## src/rtl/inst_fetch_queue_if.sv

```systemverilog
// Fetch-to-decoder bundle: fetch push slots, decoder dequeue count and the two oldest entries.
interface inst_fetch_queue_if #(
    parameter int DEPTH = 8
);
    localparam int CW = $clog2(DEPTH) + 1;

    logic          flush;
    logic          in_valid_A;
    logic          in_valid_B;
    logic [31:0]   in_instA;
    logic [31:0]   in_instB;
    logic [31:0]   in_pcA;
    logic [31:0]   in_pcB;
    logic          in_ready;
    logic [1:0]    deq_count;
    logic [31:0]   instA;
    logic [31:0]   instB;
    logic [31:0]   pcA;
    logic [31:0]   pcB;
    logic          valid_A;
    logic          valid_B;
    logic [CW-1:0] count;
    logic          overflow_err;

    modport master (
        output flush, in_valid_A, in_valid_B, in_instA, in_instB, in_pcA, in_pcB, deq_count,
        input  in_ready, instA, instB, pcA, pcB, valid_A, valid_B, count, overflow_err
    );

    modport slave (
        input  flush, in_valid_A, in_valid_B, in_instA, in_instB, in_pcA, in_pcB, deq_count,
        output in_ready, instA, instB, pcA, pcB, valid_A, valid_B, count, overflow_err
    );
endinterface

```

## src/rtl/inst_fetch_queue.sv

```systemverilog
// 2-in/2-out instruction queue; push visible 1 cycle later (same cycle on empty with IFQ_BYPASS_EN).
// in_ready needs 2 free entries; a push without it is dropped and latches overflow_err.
module inst_fetch_queue #(
    parameter int          DEPTH    = 8,
    parameter logic [31:0] NOP_INST = 32'h00000013
) (
    input  logic               clk,
    input  logic               rst_n,
    inst_fetch_queue_if.slave  ifq
);
    localparam int AW = $clog2(DEPTH);
    localparam int CW = AW + 1;

    logic [31:0]   inst_mem [DEPTH];
    logic [31:0]   pc_mem   [DEPTH];

    logic [AW-1:0] head_q, head_d, tail_q, tail_d, head1, tail1;
    logic [CW-1:0] count_q, count_d, avail;
    logic          ovf_q, ovf_d;
    logic          in_ready, push_ok, bypass;
    logic [1:0]    push_n, push_eff, deq_n, pop_n;
    logic [31:0]   raw_instA, raw_instB, raw_pcA, raw_pcB;
    logic          vld_a, vld_b;

    always_comb begin
        in_ready = (count_q <= CW'(DEPTH - 2));
        push_n   = !ifq.in_valid_A ? 2'd0 : (ifq.in_valid_B ? 2'd2 : 2'd1);
        push_ok  = in_ready && !ifq.flush;
        push_eff = push_ok ? push_n : 2'd0;
        deq_n    = (ifq.deq_count == 2'd3) ? 2'd2 : ifq.deq_count;
`ifdef IFQ_BYPASS_EN
        // On an empty queue the incoming pair is already visible, so it can be consumed.
        bypass   = (count_q == '0) && !ifq.flush;
        avail    = bypass ? CW'(push_eff) : count_q;
`else
        bypass   = 1'b0;
        avail    = count_q;
`endif
        pop_n    = (CW'(deq_n) > avail) ? avail[1:0] : deq_n;
        head1    = head_q + AW'(1);
        tail1    = tail_q + AW'(1);

        head_d   = head_q + AW'(pop_n);
        tail_d   = tail_q + AW'(push_eff);
        count_d  = count_q + CW'(push_eff) - CW'(pop_n);
        ovf_d    = ovf_q | (ifq.in_valid_A && !in_ready);
        if (ifq.flush) begin
            head_d  = '0;
            tail_d  = '0;
            count_d = '0;
        end
    end

    always_ff @(posedge clk) begin
        if (!rst_n) begin
            head_q  <= '0;
            tail_q  <= '0;
            count_q <= '0;
            ovf_q   <= 1'b0;
        end else begin
            head_q  <= head_d;
            tail_q  <= tail_d;
            count_q <= count_d;
            ovf_q   <= ovf_d;
        end
    end

    // Storage is not reset; entries are only ever read behind a valid count.
    always_ff @(posedge clk) begin
        if (rst_n && push_eff != 2'd0) begin
            inst_mem[tail_q] <= ifq.in_instA;
            pc_mem[tail_q]   <= ifq.in_pcA;
        end
        if (rst_n && push_eff == 2'd2) begin
            inst_mem[tail1] <= ifq.in_instB;
            pc_mem[tail1]   <= ifq.in_pcB;
        end
    end

    always_comb begin
        if (bypass) begin
            vld_a     = ifq.in_valid_A;
            vld_b     = ifq.in_valid_A && ifq.in_valid_B;
            raw_instA = ifq.in_instA;
            raw_instB = ifq.in_instB;
            raw_pcA   = ifq.in_pcA;
            raw_pcB   = ifq.in_pcB;
        end else begin
            vld_a     = (count_q >= CW'(1));
            vld_b     = (count_q >= CW'(2));
            raw_instA = inst_mem[head_q];
            raw_instB = inst_mem[head1];
            raw_pcA   = pc_mem[head_q];
            raw_pcB   = pc_mem[head1];
        end
    end

    assign ifq.valid_A      = vld_a;
    assign ifq.valid_B      = vld_b;
    assign ifq.instA        = vld_a ? raw_instA : NOP_INST;
    assign ifq.instB        = vld_b ? raw_instB : NOP_INST;
    assign ifq.pcA          = vld_a ? raw_pcA : 32'h0;
    assign ifq.pcB          = vld_b ? raw_pcB : 32'h0;
    assign ifq.in_ready     = in_ready;
    assign ifq.count        = count_q;
    assign ifq.overflow_err = ovf_q;
endmodule

```

## src/flat_wrapper.sv

```systemverilog
// flat-port wrapper written by rule: the top's interface ports become plain ports
module inst_fetch_queue_flat 
#(
    parameter int          DEPTH    = 8,
    parameter logic [31:0] NOP_INST = 32'h00000013
)
  (clk, rst_n, ifq_flush, ifq_in_valid_A, ifq_in_valid_B, ifq_in_instA, ifq_in_instB, ifq_in_pcA, ifq_in_pcB, ifq_deq_count, ifq_in_ready, ifq_instA, ifq_instB, ifq_pcA, ifq_pcB, ifq_valid_A, ifq_valid_B, ifq_count, ifq_overflow_err);
  inst_fetch_queue_if #(.DEPTH(DEPTH)) ifq_i ();
  input  logic clk;
  input  logic rst_n;
  input wire logic [$bits(ifq_i.flush)-1:0] ifq_flush;
  input wire logic [$bits(ifq_i.in_valid_A)-1:0] ifq_in_valid_A;
  input wire logic [$bits(ifq_i.in_valid_B)-1:0] ifq_in_valid_B;
  input wire logic [$bits(ifq_i.in_instA)-1:0] ifq_in_instA;
  input wire logic [$bits(ifq_i.in_instB)-1:0] ifq_in_instB;
  input wire logic [$bits(ifq_i.in_pcA)-1:0] ifq_in_pcA;
  input wire logic [$bits(ifq_i.in_pcB)-1:0] ifq_in_pcB;
  input wire logic [$bits(ifq_i.deq_count)-1:0] ifq_deq_count;
  output wire logic [$bits(ifq_i.in_ready)-1:0] ifq_in_ready;
  output wire logic [$bits(ifq_i.instA)-1:0] ifq_instA;
  output wire logic [$bits(ifq_i.instB)-1:0] ifq_instB;
  output wire logic [$bits(ifq_i.pcA)-1:0] ifq_pcA;
  output wire logic [$bits(ifq_i.pcB)-1:0] ifq_pcB;
  output wire logic [$bits(ifq_i.valid_A)-1:0] ifq_valid_A;
  output wire logic [$bits(ifq_i.valid_B)-1:0] ifq_valid_B;
  output wire logic [$bits(ifq_i.count)-1:0] ifq_count;
  output wire logic [$bits(ifq_i.overflow_err)-1:0] ifq_overflow_err;
  assign ifq_i.flush = ifq_flush;
  assign ifq_i.in_valid_A = ifq_in_valid_A;
  assign ifq_i.in_valid_B = ifq_in_valid_B;
  assign ifq_i.in_instA = ifq_in_instA;
  assign ifq_i.in_instB = ifq_in_instB;
  assign ifq_i.in_pcA = ifq_in_pcA;
  assign ifq_i.in_pcB = ifq_in_pcB;
  assign ifq_i.deq_count = ifq_deq_count;
  assign ifq_in_ready = ifq_i.in_ready;
  assign ifq_instA = ifq_i.instA;
  assign ifq_instB = ifq_i.instB;
  assign ifq_pcA = ifq_i.pcA;
  assign ifq_pcB = ifq_i.pcB;
  assign ifq_valid_A = ifq_i.valid_A;
  assign ifq_valid_B = ifq_i.valid_B;
  assign ifq_count = ifq_i.count;
  assign ifq_overflow_err = ifq_i.overflow_err;
  inst_fetch_queue #(.DEPTH(DEPTH), .NOP_INST(NOP_INST)) u_core (.clk(clk), .rst_n(rst_n), .ifq(ifq_i));
endmodule
```

## config.mk

```make
export PLATFORM = sky130hd
export DESIGN_NAME = inst_fetch_queue_flat
export DESIGN_NICKNAME = d
export VERILOG_FILES = /design/src/rtl/inst_fetch_queue_if.sv /design/src/rtl/inst_fetch_queue.sv /design/src/flat_wrapper.sv
export SDC_FILE = /design/constraint.sdc
export NUM_CORES = 1
export LEC_CHECK = 0
export BUFFER_PORTS_ARGS = -buffer_cell sky130_fd_sc_hd__buf_2
export CAP_MARGIN = 0
export CORE_MARGIN = 8
export CORE_UTILIZATION = 50
export DETAILED_ROUTE_END_ITERATION = 10
export GPL_TIMING_DRIVEN = 0
export HOLD_SLACK_MARGIN = 0.06
export PLACE_DENSITY = 0.69
export SLEW_MARGIN = 20
export SYNTH_ARGS = -nofsm -noshare
export SYNTH_HDL_FRONTEND = slang
export SYNTH_SLANG_ARGS = --single-unit
```

## constraint.sdc

```tcl
create_clock -name clk -period 13.7 [get_ports clk]
set_input_delay 0 -clock clk [delete_from_list [all_inputs] [get_ports clk]]
set_output_delay 0 -clock clk [all_outputs]
set_load 0.005 [all_outputs]
```

==> results.yml <==
clocking:
  cts_max_level: 2
  clk_pin_slew_ps: 60
  clock-sinks: 523
  clk_latency_ps: 640
  clock_path_buffers: 3
  root_buffer: "clkbuf_16"
  post-cts-setup-buffers: 0
  cts_buffers: 57
  cts_tree: "built"
routing:
  firstDrtPassIters: 6
  via_count: 23401
  drtIter0Drc: 2038
  wl_per_cell_um: 28.5
  drtAntennaViolNets: 0
  drc: 0
  drt_wl_total_um: 104000
  routed_via_density: 6.37
synthesis:
  ys.flop_type: "edfxtp_1"
  yosysMostFrequentCell: "mux2_2"
  synthArstFlopShare_pct: 0
  synth.distinct_cells: 44
  avgSynthCellArea_um2: 13.9
  synth-seq-cells: 523
  synthTopCellsByArea: "edfxtp_1, mux2_2, mux2i_1, buf_6, a2111oi_0"
  syn_inst: 2228
  synth-edff-count: 512
  synth_fp_nets: 2380
  yosysTopAreaCell: "edfxtp_1"
  yosys.area.top_type_share_pct: 49.5
  synthesis.area_mm2: 0.0311
  synth_warnings: 0
  synthTopCellsByCount: "mux2_2, edfxtp_1, mux2i_1"
  yosysSeqAreaShare_pct: 50.2
global_route:
  grt_pass1_vias: 24966
  grt_max_degree: 21
  grt_usage_pct: 28.7
  grt_pass1_wl_um: 154000
  grt_remaining_overflow: 0
  grt_antenna_before_repair: 11
floorplan:
  fp.dieH_um: 265
  initial_core_util_pct: 50.4
  rows: 91
  io_pins: 271
  dieWidth_um: 265
  die_area_mm2: 0.0704
  core_mm2: 0.0616
cells_and_area:
  nets: 2936
  drive_gt1_share_pct: 38.5
  stdcell_area_mm2: 0.0381
  area_growth_pct: 22.5
  postLayoutCoreUtil_pct: 61.8
sta:
  min_period_over_period_pct: 36.8
  max_freq_mhz: 198
  skew_ps: 26.3
  finalHoldViolCount: 0
  finalMaxSlewViolations: 0
  worstMarginPinSlew_ps: 1240
  grt_setup_unrepaired: "false"
  slew_headroom_pct: 17.4
  setup-tns-final_ps: 0
  period_needed_ps: 5040
  finalSetupViolations: 0
critical_path:
  crit_fanout: 10
  worstRegToRegCells: 8
  reg2reg_from: "u_core.ifq.count[3]"
  cp.required_ps: 13700
  start_kind: "register"
  crit_arrival_ps: 5040
  setup.worst_path.start: "u_core.head_q[0]"
  endpoint_kind: "output port"
  r2r_end: "u_core.pc_mem[6][0]"
  critPathKind: "reg2out"
  crit_path_end: "ifq_instB[31]"
  rrSetupSlack_ps: 9600
power:
  p_leak_nw: 13.0
  vdd_drop_max_mv: 0.109
  power_density_mw_per_mm2: 134
place:
  place_congestion: 0.833
  port-buffer-count: 269
  place_hpwl_um: 69700
  place_area_mm2: 0.0343
run_status:
  outcome: "completed"
flow_run:
  max_cap_violations: 0
worst_hold_path:
  hold_class: "in2reg"
## stage by stage
step	setup slack [ps]	power, mW	hold slack (ps)	std cells
finish	8660	5.11	299	3672
global route	8680	5.29	311	3669
floorplan	8610	2.77	220	2228
global placement	5060	3.53	385	3334
CTS	8790	5.10	277	3666
detailed placement	9470	3.56	399	3364
## cells by family (layout without fill, tap and decap cells)
group | count (synthesis) | count (layout) | share of synthesized area (%)
buf+inv | 203 | 804 | 3.65
mux | 961 | 961 | 33.8
xor+xnor | 6 | 6 | 0.169
other cells | 0 | 6 | 0
simple gates | 186 | 186 | 3.15
compound gates | 332 | 332 | 8.28
fa+ha+maj | 17 | 17 | 0.781
flops | 523 | 523 | 50.2
## per-layer routing
metal  vias to the layer above  track usage [%]  share of wire (%)
met5                         -                0              0.064
met4                        10             12.9                4.5
met3                       304             6.51                8.4
met2                      1193             49.3                 49
met1                     11826             34.2                 38
li1                      10068                -                  -
## flip-flops by register name, indices dropped and copies added, names as in the netlist
register	flops
u_core.head_q	3
u_core.ifq.count	4
u_core.pc_mem	256
u_core.ifq.overflow_err	1
u_core.inst_mem	256
u_core.tail_q	3
## critical path, cell delays in order (launching register included)
cell and delay, ps:
dfxtp_1 420, ha_1 360, clkbuf_1 210, buf_2 390, buf_1 800, clkbuf_1 690
a211oi_1 200, a2111oi_0 1070, buf_2 270
## cell type report
type                       count  area (um^2)
inverter                      14         52.6
multi-input combinational   1502        14400
antenna                        6         15.0
buffer                       189         1080
fill                        4778        23500
clock buffer                  77         1520
sequential                   523        15600
timing repair buffer         497         4090
tap                          837         1050
clock inverter                27          250
## worst min-delay path by stage
stage	startpoint	depth (start not counted)	slack, ps	end
finish	ifq_in_instA[17]	3	300	u_core.inst_mem[5][17]
global route	ifq_in_pcA[25]	3	310	u_core.pc_mem[6][25]
CTS	ifq_in_instA[17]	3	280	u_core.inst_mem[1][17]
detailed placement	ifq_in_pcA[2]	2	400	u_core.pc_mem[0][2]
global placement	ifq_in_valid_A	4	390	u_core.ifq.overflow_err
floorplan	ifq_in_instB[10]	1	220	u_core.inst_mem[0][10]
## report_power, final
part | switching (mW) | total, mW | leakage [nW] | internal (mW)
Combinational | 1.11 | 1.80 | 7.40 | 0.692
Clock | 0.654 | 1.50 | 0.864 | 0.850
Sequential | 0.0169 | 1.80 | 4.71 | 1.79
## layout by cell type (no fill, tap or decap), types with 9 or more instances in the layout
cell type / count
dfxtp_1: 11
clkinv_1: 12
clkbuf_1: 127
mux2_2: 634
ha_1: 13
nor2b_1: 67
mux2i_1: 321
buf_16: 21
a221oi_1: 61
a211oi_1: 61
dlygate4sd3_1: 198
buf_1: 25
a2111oi_0: 57
a22oi_1: 63
inv_1: 14
clkbuf_16: 57
nand2_1: 70
edfxtp_1: 512
o22ai_1: 61
buf_12: 9
nor2_1: 12
buf_2: 275
buf_6: 48
## repair_timing
item | 4_1_cts | 5_1_grt
gates resized for setup | 0 | 0
hold buffers | 198 | 0
endpoints found under the hold margin | 523 | 0
Note: power is estimated with default switching activity, not from simulation.
